$ cat config.mk
export PLATFORM = sky130hd
export DESIGN_NAME = ball_matrix_scan
export DESIGN_NICKNAME = d
export VERILOG_FILES = /design/src/rtl/ball_pkg.sv /design/src/rtl/matrix_row_pattern.sv /design/src/rtl/ball_matrix_scan.sv
export SDC_FILE = /design/constraint.sdc
export NUM_CORES = 1
export LEC_CHECK = 0
export CAP_MARGIN = 20
export CORE_MARGIN = 4
export CORE_UTILIZATION = 54
export DETAILED_ROUTE_END_ITERATION = 16
export GPL_ROUTABILITY_DRIVEN = 1
export PLACE_DENSITY = 0.79
export SYNTH_ARGS = -nofsm -noshare
export SYNTH_HDL_FRONTEND = slang
export SYNTH_SLANG_ARGS = --single-unit
export TNS_END_PERCENT = 1
$ cat constraint.sdc
create_clock -name clk -period 1.8 [get_ports clk]
set_input_delay 0.18 -clock clk [delete_from_list [all_inputs] [get_ports clk]]
set_output_delay 0.18 -clock clk [all_outputs]
set_load 0.01 [all_outputs]
$ cat src/rtl/ball_pkg.sv
// Shared definitions for the ping-pong LED-matrix scan driver: default
// matrix geometry, the per-row scan state and the blanked row-select value.
package ball_pkg;

  localparam int BALL_COLS = 8;
  localparam int BALL_ROWS = 8;
  localparam int BALL_XW   = $clog2(BALL_COLS);
  localparam int BALL_YW   = $clog2(BALL_ROWS);

  // All row selects released (rows are active-low); sliced to ROWS bits.
  localparam logic [63:0] ROW_OFF = '1;

  // Each row period starts blanked to hide ghosting, then drives the row.
  typedef enum logic {
    BLANK = 1'b0,
    DRIVE = 1'b1
  } scan_state_t;

endpackage

$ cat src/rtl/matrix_row_pattern.sv
// Combinational column pattern for one matrix row: ball pixel plus left
// (column 0) and right (column COLS-1) paddles, OR-ed together.
// Paddles clip at the bottom row; the ball is hidden while blink_on is low.
module matrix_row_pattern #(
  parameter int COLS       = 8,
  parameter int ROWS       = 8,
  parameter int PADDLE_LEN = 3
) (
  input  logic [$clog2(ROWS)-1:0] row,
  input  logic [$clog2(COLS)-1:0] ball_x,
  input  logic [$clog2(ROWS)-1:0] ball_y,
  input  logic [$clog2(ROWS)-1:0] paddle_l,
  input  logic [$clog2(ROWS)-1:0] paddle_r,
  input  logic                    blink_on,
  output logic [COLS-1:0]         pattern
);

  localparam int XW = $clog2(COLS);
  localparam int YW = $clog2(ROWS);
  localparam logic [YW:0] LEN = (YW+1)'(PADDLE_LEN);

  // One extra bit on the bottom edge keeps top+LEN from wrapping back to row 0.
  function automatic logic in_paddle(input logic [YW-1:0] top,
                                     input logic [YW-1:0] r);
    logic [YW:0] top_w;
    logic [YW:0] r_w;
    top_w = {1'b0, top};
    r_w   = {1'b0, r};
    return (top_w <= r_w) && (r_w < top_w + LEN);
  endfunction

  // Build the row pattern from ball and paddle positions.
  always_comb begin
    // NOTE: default assignment first so every path drives pattern; no latch.
    pattern = '0;
    if (blink_on && (ball_y == row)) begin
      for (int c = 0; c < COLS; c++) begin
        // A column code >= COLS matches no column, so it is simply not drawn.
        if (ball_x == XW'(c)) pattern[c] = 1'b1;
      end
    end
    if (in_paddle(paddle_l, row)) pattern[0]      = 1'b1;
    if (in_paddle(paddle_r, row)) pattern[COLS-1] = 1'b1;
  end

endmodule

$ cat src/rtl/ball_matrix_scan.sv
// Time-multiplexed LED-matrix scan driver for the ping-pong display.
// Scans one row per SCAN_DIV clocks, blanking the first BLANK_CYC clocks of
// each row. Positions are captured into pending registers and committed to
// the active set only at the frame boundary, so a frame never tears.
// Optional ball blinking is enabled by defining BALL_BLINK_EN.
module ball_matrix_scan
  import ball_pkg::*;
#(
  parameter int COLS       = BALL_COLS,
  parameter int ROWS       = BALL_ROWS,
  parameter int XW         = BALL_XW,
  parameter int YW         = BALL_YW,
  parameter int PADDLE_LEN = 3,
  parameter int SCAN_DIV   = 16,
  parameter int BLANK_CYC  = 2
`ifdef BALL_BLINK_EN
  ,
  parameter int BLINK_DIV  = 32
`endif
) (
  input  logic            clk,
  input  logic            rst,
  input  logic [XW-1:0]   X,
  input  logic [YW-1:0]   Y,
  input  logic [YW-1:0]   paddle_l,
  input  logic [YW-1:0]   paddle_r,
  input  logic            pos_valid,
  output logic [COLS-1:0] Sx,
  output logic [ROWS-1:0] Sy,
  output logic            frame_start
);

  localparam int DW = (SCAN_DIV > 1) ? $clog2(SCAN_DIV) : 1;

  logic [DW-1:0]   div_cnt;
  logic [YW-1:0]   row_idx;
  logic            div_last;
  logic            commit;
  scan_state_t     state_q;
  scan_state_t     state_d;

  logic [XW-1:0]   pend_x;
  logic [YW-1:0]   pend_y;
  logic [YW-1:0]   pend_pl;
  logic [YW-1:0]   pend_pr;
  logic [XW-1:0]   act_x;
  logic [YW-1:0]   act_y;
  logic [YW-1:0]   act_pl;
  logic [YW-1:0]   act_pr;

  logic            blink_on;
  logic [COLS-1:0] row_pat;
  logic [COLS-1:0] sx_d;
  logic [ROWS-1:0] sy_d;
  logic            fs_d;

  assign div_last = (div_cnt == DW'(SCAN_DIV - 1));
  assign commit   = div_last && (row_idx == YW'(ROWS - 1));

  // Row-period divider and row counter; row advances on the last divider tick.
  always_ff @(posedge clk or posedge rst) begin
    if (rst) begin
      // NOTE: sequential state uses non-blocking assignments so every
      // register samples pre-edge values regardless of statement order.
      div_cnt <= '0;
      row_idx <= '0;
    end else if (div_last) begin
      div_cnt <= '0;
      row_idx <= (row_idx == YW'(ROWS - 1)) ? '0 : row_idx + YW'(1);
    end else begin
      div_cnt <= div_cnt + DW'(1);
    end
  end

  // Scan state register.
  always_ff @(posedge clk or posedge rst) begin
    if (rst) state_q <= BLANK;
    else     state_q <= state_d;
  end

  // Next scan state plus next-cycle output values derived from counter state.
  always_comb begin
    state_d = state_q;
    sx_d    = '0;
    sy_d    = ROW_OFF[ROWS-1:0];
    fs_d    = (div_cnt == '0) && (row_idx == '0);
    case (state_q)
      BLANK: begin
        if (div_cnt == DW'(BLANK_CYC - 1)) state_d = DRIVE;
      end
      DRIVE: begin
        sx_d = row_pat;
        sy_d = ~(ROWS'(1) << row_idx);
        if (div_last) state_d = BLANK;
      end
      default: state_d = BLANK;
    endcase
  end

  // Registered matrix outputs; reset forces the display dark immediately.
  always_ff @(posedge clk or posedge rst) begin
    if (rst) begin
      Sx          <= '0;
      Sy          <= ROW_OFF[ROWS-1:0];
      frame_start <= 1'b0;
    end else begin
      Sx          <= sx_d;
      Sy          <= sy_d;
      frame_start <= fs_d;
    end
  end

  // Shadow registers: capture any time, commit only at the frame boundary.
  // A capture landing on the commit cycle goes straight to the active set.
  always_ff @(posedge clk or posedge rst) begin
    if (rst) begin
      pend_x  <= '0;
      pend_y  <= '0;
      pend_pl <= '0;
      pend_pr <= '0;
      act_x   <= '0;
      act_y   <= '0;
      act_pl  <= '0;
      act_pr  <= '0;
    end else begin
      if (pos_valid) begin
        pend_x  <= X;
        pend_y  <= Y;
        pend_pl <= paddle_l;
        pend_pr <= paddle_r;
      end
      if (commit) begin
        act_x  <= pos_valid ? X        : pend_x;
        act_y  <= pos_valid ? Y        : pend_y;
        act_pl <= pos_valid ? paddle_l : pend_pl;
        act_pr <= pos_valid ? paddle_r : pend_pr;
      end
    end
  end

`ifdef BALL_BLINK_EN
  localparam int FW = (BLINK_DIV > 1) ? $clog2(BLINK_DIV) : 1;
  logic [FW-1:0] frame_cnt;

  // Frame counter toggles ball visibility every BLINK_DIV frames, at commit.
  always_ff @(posedge clk or posedge rst) begin
    if (rst) begin
      frame_cnt <= '0;
      blink_on  <= 1'b1;
    end else if (commit) begin
      if (frame_cnt == FW'(BLINK_DIV - 1)) begin
        frame_cnt <= '0;
        blink_on  <= ~blink_on;
      end else begin
        frame_cnt <= frame_cnt + FW'(1);
      end
    end
  end
`else
  assign blink_on = 1'b1;
`endif

  matrix_row_pattern #(
    .COLS       (COLS),
    .ROWS       (ROWS),
    .PADDLE_LEN (PADDLE_LEN)
  ) u_pattern (
    .row      (row_idx),
    .ball_x   (act_x),
    .ball_y   (act_y),
    .paddle_l (act_pl),
    .paddle_r (act_pr),
    .blink_on (blink_on),
    .pattern  (row_pat)
  );

endmodule

==> results of run 1 <==
cells in the mapped netlist:
cell type,instances
dfrtp_1,41
ha_1,23
mux2_2,18
inv_1,13
nand2_1,11
nor2_1,11
o21ai_0,10
dfstp_2,8
a21oi_1,6
xor2_1,5
nand3_1,4
nor3_1,4
nand2b_1,3
nor2b_1,3
a211oi_1,2
buf_6,2
mux2_4,2
o221ai_1,2
a21o_1,1
a31oi_1,1
and4_1,1
buf_2,1
clkbuf_1,1
clkbuf_2,1
nand3b_1,1
nand4_1,1
nand4_4,1
nand4b_1,1
o22ai_1,1
o31ai_1,1
o41ai_1,1
xnor2_1,1
cell type report:
type	count	share of cell area, %
Clock buffer	7	2.76
Clock inverter	1	0.181
Inverter	13	1.77
Multi-Input combinational cell	115	34.1
Sequential cell	49	44.7
Tap cell	50	2.26
Timing Repair Buffer	37	14.2
flip-flops by register name (all words and copies together), names as in the netlist, 3 cells and up:
| signal | flops |
|---|---|
| act_pl | 3 |
| Sy | 8 |
| div_cnt | 4 |
| act_pr | 3 |
| row_idx | 3 |
| pend_pl | 3 |
| Sx | 8 |
| act_x | 3 |
| pend_x | 3 |
| pend_pr | 3 |
| pend_y | 3 |
| act_y | 3 |
worst max-delay path by stage:
stage / startpoint / end / slack (ns) / depth (start not counted)
after floorplan: row_idx[0] / act_pl[2] / 0.18 / 5
after detailed placement: row_idx[1] / act_pl[2] / 0.07 / 4
final: row_idx[1] / act_x[0] / 0.09 / 5
after global routing: row_idx[1] / Sx[7] / 0.008 / 5
after global placement: row_idx[1] / act_y[2] / 0.17 / 4
after CTS: row_idx[1] / act_pl[2] / 0.04 / 4
kinds of logic after synthesis:
kind of cell / Yosys count / share of synthesized area (%)
adders and majority gates: 23 / 12.8
and+or+nand+nor: 41 / 9.43
DFF: 49 / 54.8
AOI/OAI and AO/OA: 25 / 6.60
buffers and inverters: 18 / 3.77
xor gates and xnor gates: 6 / 2.33
muxes: 20 / 10.3
metal layers:
metal	part of all wire [%]	global-route usage, %	wire [µm]	vias up
met5	0	0	0	-
met4	2.3	7.99	102	0
met1	40	21.8	1750	746
met2	52	31.9	2260	42
met3	5.4	3.99	234	10
li1	-	-	-	698
worst reg2reg max path, delay by kind of cell, from the launching register on:
kind | cells | cell delay (ns)
buffers and inverters | 1 | 0.15
adders and majority gates | 2 | 0.50
DFF | 1 | 0.46
and+or+nand+nor | 1 | 0.13
muxes | 1 | 0.35
power groups by stage:
stage / Clock [mW] / Combinational (mW) / Sequential (mW)
2_1_floorplan: 0 / 0.108 / 1.17
3_3_place_gp: 0 / 0.161 / 1.18
3_5_place_dp: 0 / 0.177 / 1.18
4_1_cts: 0.626 / 0.179 / 1.16
5_1_grt: 0.673 / 0.199 / 1.17
6_report: 0.608 / 0.178 / 1.16
stage by stage:
stage,cells,setup WS [ns]
after floorplan,182,0.182
after global placement,263,0.171
after detailed placement,263,0.0728
after CTS,271,0.0399
after global routing,272,0.00783
final,272,0.0935
timing repair:
action	in CTS	in global routing
endpoints found under the setup margin	0	9
resized for setup	0	3
setup buffers	0	1
==> impl_metrics.csv, run 1 <==
group,metric,value,unit
clock_network,path_clk_slew,0.08,ns
global_route,grt_usage,18.4,%
cells_and_area,syn2layout_area_growth,22.5,%
synthesis,synth.area.top_cells,"dfrtp_1, ha_1, dfstp_2",
timing,tns,0,ns
critical_path,reg2reg_to,"act_x[0]",
drt,dr.pass1.iters,4,
cells_and_area,n_fill_cell,305,
global_route,antenna_found_initial,0,
cells_and_area,postLayoutCellArea,2760,µm²
clock_network,worstSkewPairLatency,0.30,ns
critical_path,crit_arrival,1.89,ns
synthesis,netlist-cell-type-count,32,
global_route,overflow,0,
timing,final-setup-viol-count,0,
synthesis,synth_fp_nets,220,
synthesis,syn_area_per_cell,12.4,µm²
cells_and_area,multi_input_area,941,µm²
job,max_cap_viol_count,0,
placement,hpwl,3320,µm
run_status,status,"finished clean",
critical_path,crit_path_max_incr_delay,0.46,ns
timing,finalHoldViolCount,0,
timing,rsz0062_at_grt,"no",
die,ios,32,
drt,vias,1496,
cells_and_area,final_common_cell,"dfrtp_1",
synthesis,yosys.area.top_type,"dfrtp_1",
timing,min_period,1.71,ns
critical_path,worst-path-buf-inv,1,
die,core-area,4030,µm²
timing,holdWs,0.161,ns
cells_and_area,n_antenna_cell,0,
timing,max_slew_margin,65.4,%
critical_path,crit_family,"adder cells",
placement,dpl-instance-area,2660,µm²
power_and_ir_drop,switchingPower,0.438,mW
timing,tightest_slew,0.516,ns
critical_path,required,1.99,ns
power_and_ir_drop,design_power_total,1.95,mW
synthesis,yosys_warnings,0,
critical_path,cp_max_fo,16,
cells_and_area,seq_area,1240,µm²
clock_network,numCtsBuffers,5,
synthesis,ys_ff_latch,49,
cells_and_area,final_nets,259,
critical_path,reg2reg_from,"row_idx[1]",
cells_and_area,final_cell_mix,"dfrtp_1, clkdlybuf4s50_1, ha_1",
critical_path,reg2regPathDepth,5,
die,die_area,5280,µm²
die,dieWidth,72.6,µm
timing,fin_crit_sh,94.8,%
die,start_util,56.0,%
critical_path,crit_chain,"ha_1, ha_1, nand4_4, buf_12, mux2_2",
clock_network,cts_sinks,49,
drt,ant_nets,0,
drt,drt_iter0_drc,73,
timing,fin_skew,0.00568,ns
die,rows,23,
clock_network,hold_buffers,0,
power_and_ir_drop,swShare,22.5,%
timing,fmax,586,MHz
die,fp.dieH,72.6,µm
global_route,grt_pass1_vias,1631,
drt,viasPerCell,5.50,
placement,port_buffers,31,
clock_network,htreeDepth,2,
critical_path,r2r_slack,0.09,ns
placement,gp_congestion,0.814,
critical_path,crit_path_start_kind,"register",
clock_network,cts-root-buf,"clkbuf_8",
clock_network,cts_tree,"done",
hold_path,holdCritPathClass,"in2async",
drt,post_drt_wl_per_cell,16.0,µm
global_route,grt_pass1_wl,7450,µm
timing,slew_viol_final,0,
power_and_ir_drop,peakVddDrop,0.490,mV
cells_and_area,drive_above_1_share,19.4,%
drt,drc,0,
critical_path,endpoint_kind,"register",
power_and_ir_drop,seqPwrFrac,59.7,%
drt,wl,4350,µm
cells_and_area,fin_util,68.6,%
critical_path,cp_common_cell,"ha_1",
synthesis,seq_area_frac_synth,54.8,%
power_and_ir_drop,p_leak,1.27,nW
critical_path,slowest_stage,"dfrtp_1",
power_and_ir_drop,power_density,705,nW/µm²
clock_network,cts_max_path_buffers,2,
power_and_ir_drop,power.internal,1.51,mW
synthesis,syn_inst,182,
synthesis,synthDominantCellAreaShare,45.5,%
global_route,grt_max_degree,38,
synthesis,netlist_area,2260,µm²
power_and_ir_drop,clock_power_share,31.2,%
critical_path,critical_path_class,"reg2reg",
power_and_ir_drop,comb_power_share,9.1,%
Power figures use the tool's default switching activity.
==> run 2: changes to the inputs <==
--- a/config.mk
+++ b/config.mk
@@ -6,11 +6,11 @@
 export NUM_CORES = 1
 export LEC_CHECK = 0
 export CAP_MARGIN = 20
-export CORE_MARGIN = 4
-export CORE_UTILIZATION = 54
+export CORE_MARGIN = 1.5
+export CORE_UTILIZATION = 50
 export DETAILED_ROUTE_END_ITERATION = 16
 export GPL_ROUTABILITY_DRIVEN = 1
-export PLACE_DENSITY = 0.79
+export PLACE_DENSITY = 0.74
 export SYNTH_ARGS = -nofsm -noshare
 export SYNTH_HDL_FRONTEND = slang
 export SYNTH_SLANG_ARGS = --single-unit
==> impl_metrics.csv, run 2 (synthesis gave the netlist of run 1 again) <==
group,metric,value,unit
run_status,status,"finished clean",
clock_network,worstSkewPairLatency,0.30,ns
clock_network,cts_tree,"done",
cells_and_area,final_cell_mix,"dfrtp_1, clkdlybuf4s50_1, ha_1",
global_route,antenna_found_initial,0,
cells_and_area,fin_cells,273,
clock_network,cts_sinks,49,
clock_network,cts_max_path_buffers,2,
power_and_ir_drop,seqPwrFrac,57.1,%
global_route,grt_usage,18.7,%
placement,dp.cells,265,
timing,fin_skew,0.00585,ns
power_and_ir_drop,p_leak,1.28,nW
power_and_ir_drop,switchingPower,0.449,mW
clock_network,cts_setup_buffers,0,
drt,drt_iter0_drc,99,
power_and_ir_drop,clock_power_share,34.3,%
clock_network,numCtsBuffers,5,
global_route,grt_pass1_wl,7080,µm
placement,pre_cts_ws,0.135,ns
critical_path,worst-path-buf-inv,1,
drt,viasPerCell,5.28,
drt,vias,1442,
cells_and_area,syn2layout_area_growth,22.6,%
job,max_cap_viol_count,0,
timing,setup_ws,0.0898,ns
die,die_area,4920,µm²
placement,port_buffers,31,
critical_path,crit_family,"adder cells",
power_and_ir_drop,power.internal,1.58,mW
drt,wl,4200,µm
cells_and_area,final_nets,258,
timing,tightest_slew,0.408,ns
clock_network,htreeDepth,2,
cells_and_area,n_antenna_cell,0,
cells_and_area,final_common_cell,"dfrtp_1",
critical_path,endpoint_kind,"register",
power_and_ir_drop,power_density,735,nW/µm²
critical_path,crit_path_start_kind,"register",
die,start_util,51.8,%
critical_path,required,1.98,ns
critical_path,slowest_stage,"dfrtp_1",
timing,final-setup-viol-count,0,
critical_path,r2r_slack,0.09,ns
critical_path,path_depth,7,
critical_path,cp_max_fo,4,
power_and_ir_drop,design_power_total,2.03,mW
clock_network,cts-root-buf,"clkbuf_8",
power_and_ir_drop,swShare,22.1,%
drt,drc,0,
critical_path,crit_start,"act_pl[0]",
cells_and_area,drive_above_1_share,20.4,%
critical_path,crit_chain,"inv_1, ha_1, ha_1, nor2b_2, nor3_2, o221ai_1, o31ai_1",
global_route,grt_max_degree,33,
drt,dr.pass1.iters,4,
drt,post_drt_wl_per_cell,15.4,µm
timing,max_slew_margin,72.7,%
timing,fmax,585,MHz
die,ios,32,
critical_path,crit_path_max_incr_delay,0.38,ns
die,dieWidth,70.2,µm
timing,finalHoldViolCount,0,
drt,ant_nets,0,
global_route,overflow,0,
power_and_ir_drop,peakVddDrop,0.427,mV
die,fp.dieH,70.2,µm
cells_and_area,top_regs,"Sx: 8 flops, Sy: 8 flops, div_cnt: 4 flops",
placement,hpwl,3160,µm
hold_path,holdCritPathClass,"in2async",
timing,slew_viol_final,0,
critical_path,cp_common_cell,"ha_1",
placement,gp_congestion,0.769,
timing,fin_crit_sh,95.0,%
cells_and_area,n_fill_cell,347,
critical_path,reg2regPathDepth,7,
power_and_ir_drop,comb_power_share,8.6,%
die,core-area,4350,µm²
global_route,grt_pass1_vias,1489,
clock_network,path_clk_slew,0.08,ns
critical_path,critical_path_class,"reg2reg",
critical_path,reg2reg_from,"act_pl[0]",
die,rows,24,
critical_path,crit_arrival,1.89,ns
timing,min_period,1.71,ns
## run 2: layout make-up
type / instances / area [µm²] / area share [%]
clock buffers: 7 / 96.3 / 3.48
clock inverters: 1 / 5.00 / 0.181
inverters: 13 / 48.8 / 1.76
multi-input cells: 115 / 942 / 34.1
flip-flops and latches: 49 / 1240 / 44.7
well taps: 52 / 65.1 / 2.35
repair buffers: 36 / 373 / 13.5
## run 2: layer usage
layer / part of all wire (%) / wire length (µm) / GRT usage, % / vias to the layer above
li1: - / - / - / 701
met1: 43 / 1800 / 23.4 / 704
met2: 52 / 2170 / 31.1 / 29
met3: 3.6 / 150 / 4.62 / 8
met4: 1.9 / 78 / 7.26 / 0
met5: 0 / 0 / 0 / -
## run 2: per-stage QoR
step	utilization [%]	setup TNS [ns]	hold slack, ns	cell area, µm²
2_1_floorplan	-	0	0.345	2260
3_3_place_gp	61.0	0	0.479	2660
3_5_place_dp	61.0	0	0.492	2660
4_1_cts	63.4	0	0.197	2760
5_1_grt	63.5	-0.000234	0.217	2770
6_report	63.5	0	0.187	2770
## run 2: power groups by stage
stage                     Sequential [mW]  Clock [mW]  Combinational [mW]
after CTS                            1.16       0.714               0.176
after global routing                 1.17       0.763               0.196
after floorplan                      1.17           0               0.108
after detailed placement             1.18           0               0.175
final                                1.16       0.697               0.175
after global placement               1.18           0               0.161
## run 2: worst paths after layout
check                              to
setup / recovery                Sx[0]
hold / removal             row_idx[1]
setup reg to reg                Sx[0]
hold reg to reg            pend_pr[2]
max in group asynchronous    act_x[2]
min in group clk           pend_pr[2]
## run 2: repair_timing
item	CTS	global route
endpoints found under the setup margin	0	1
hold buffers	0	0
resized for setup	0	2
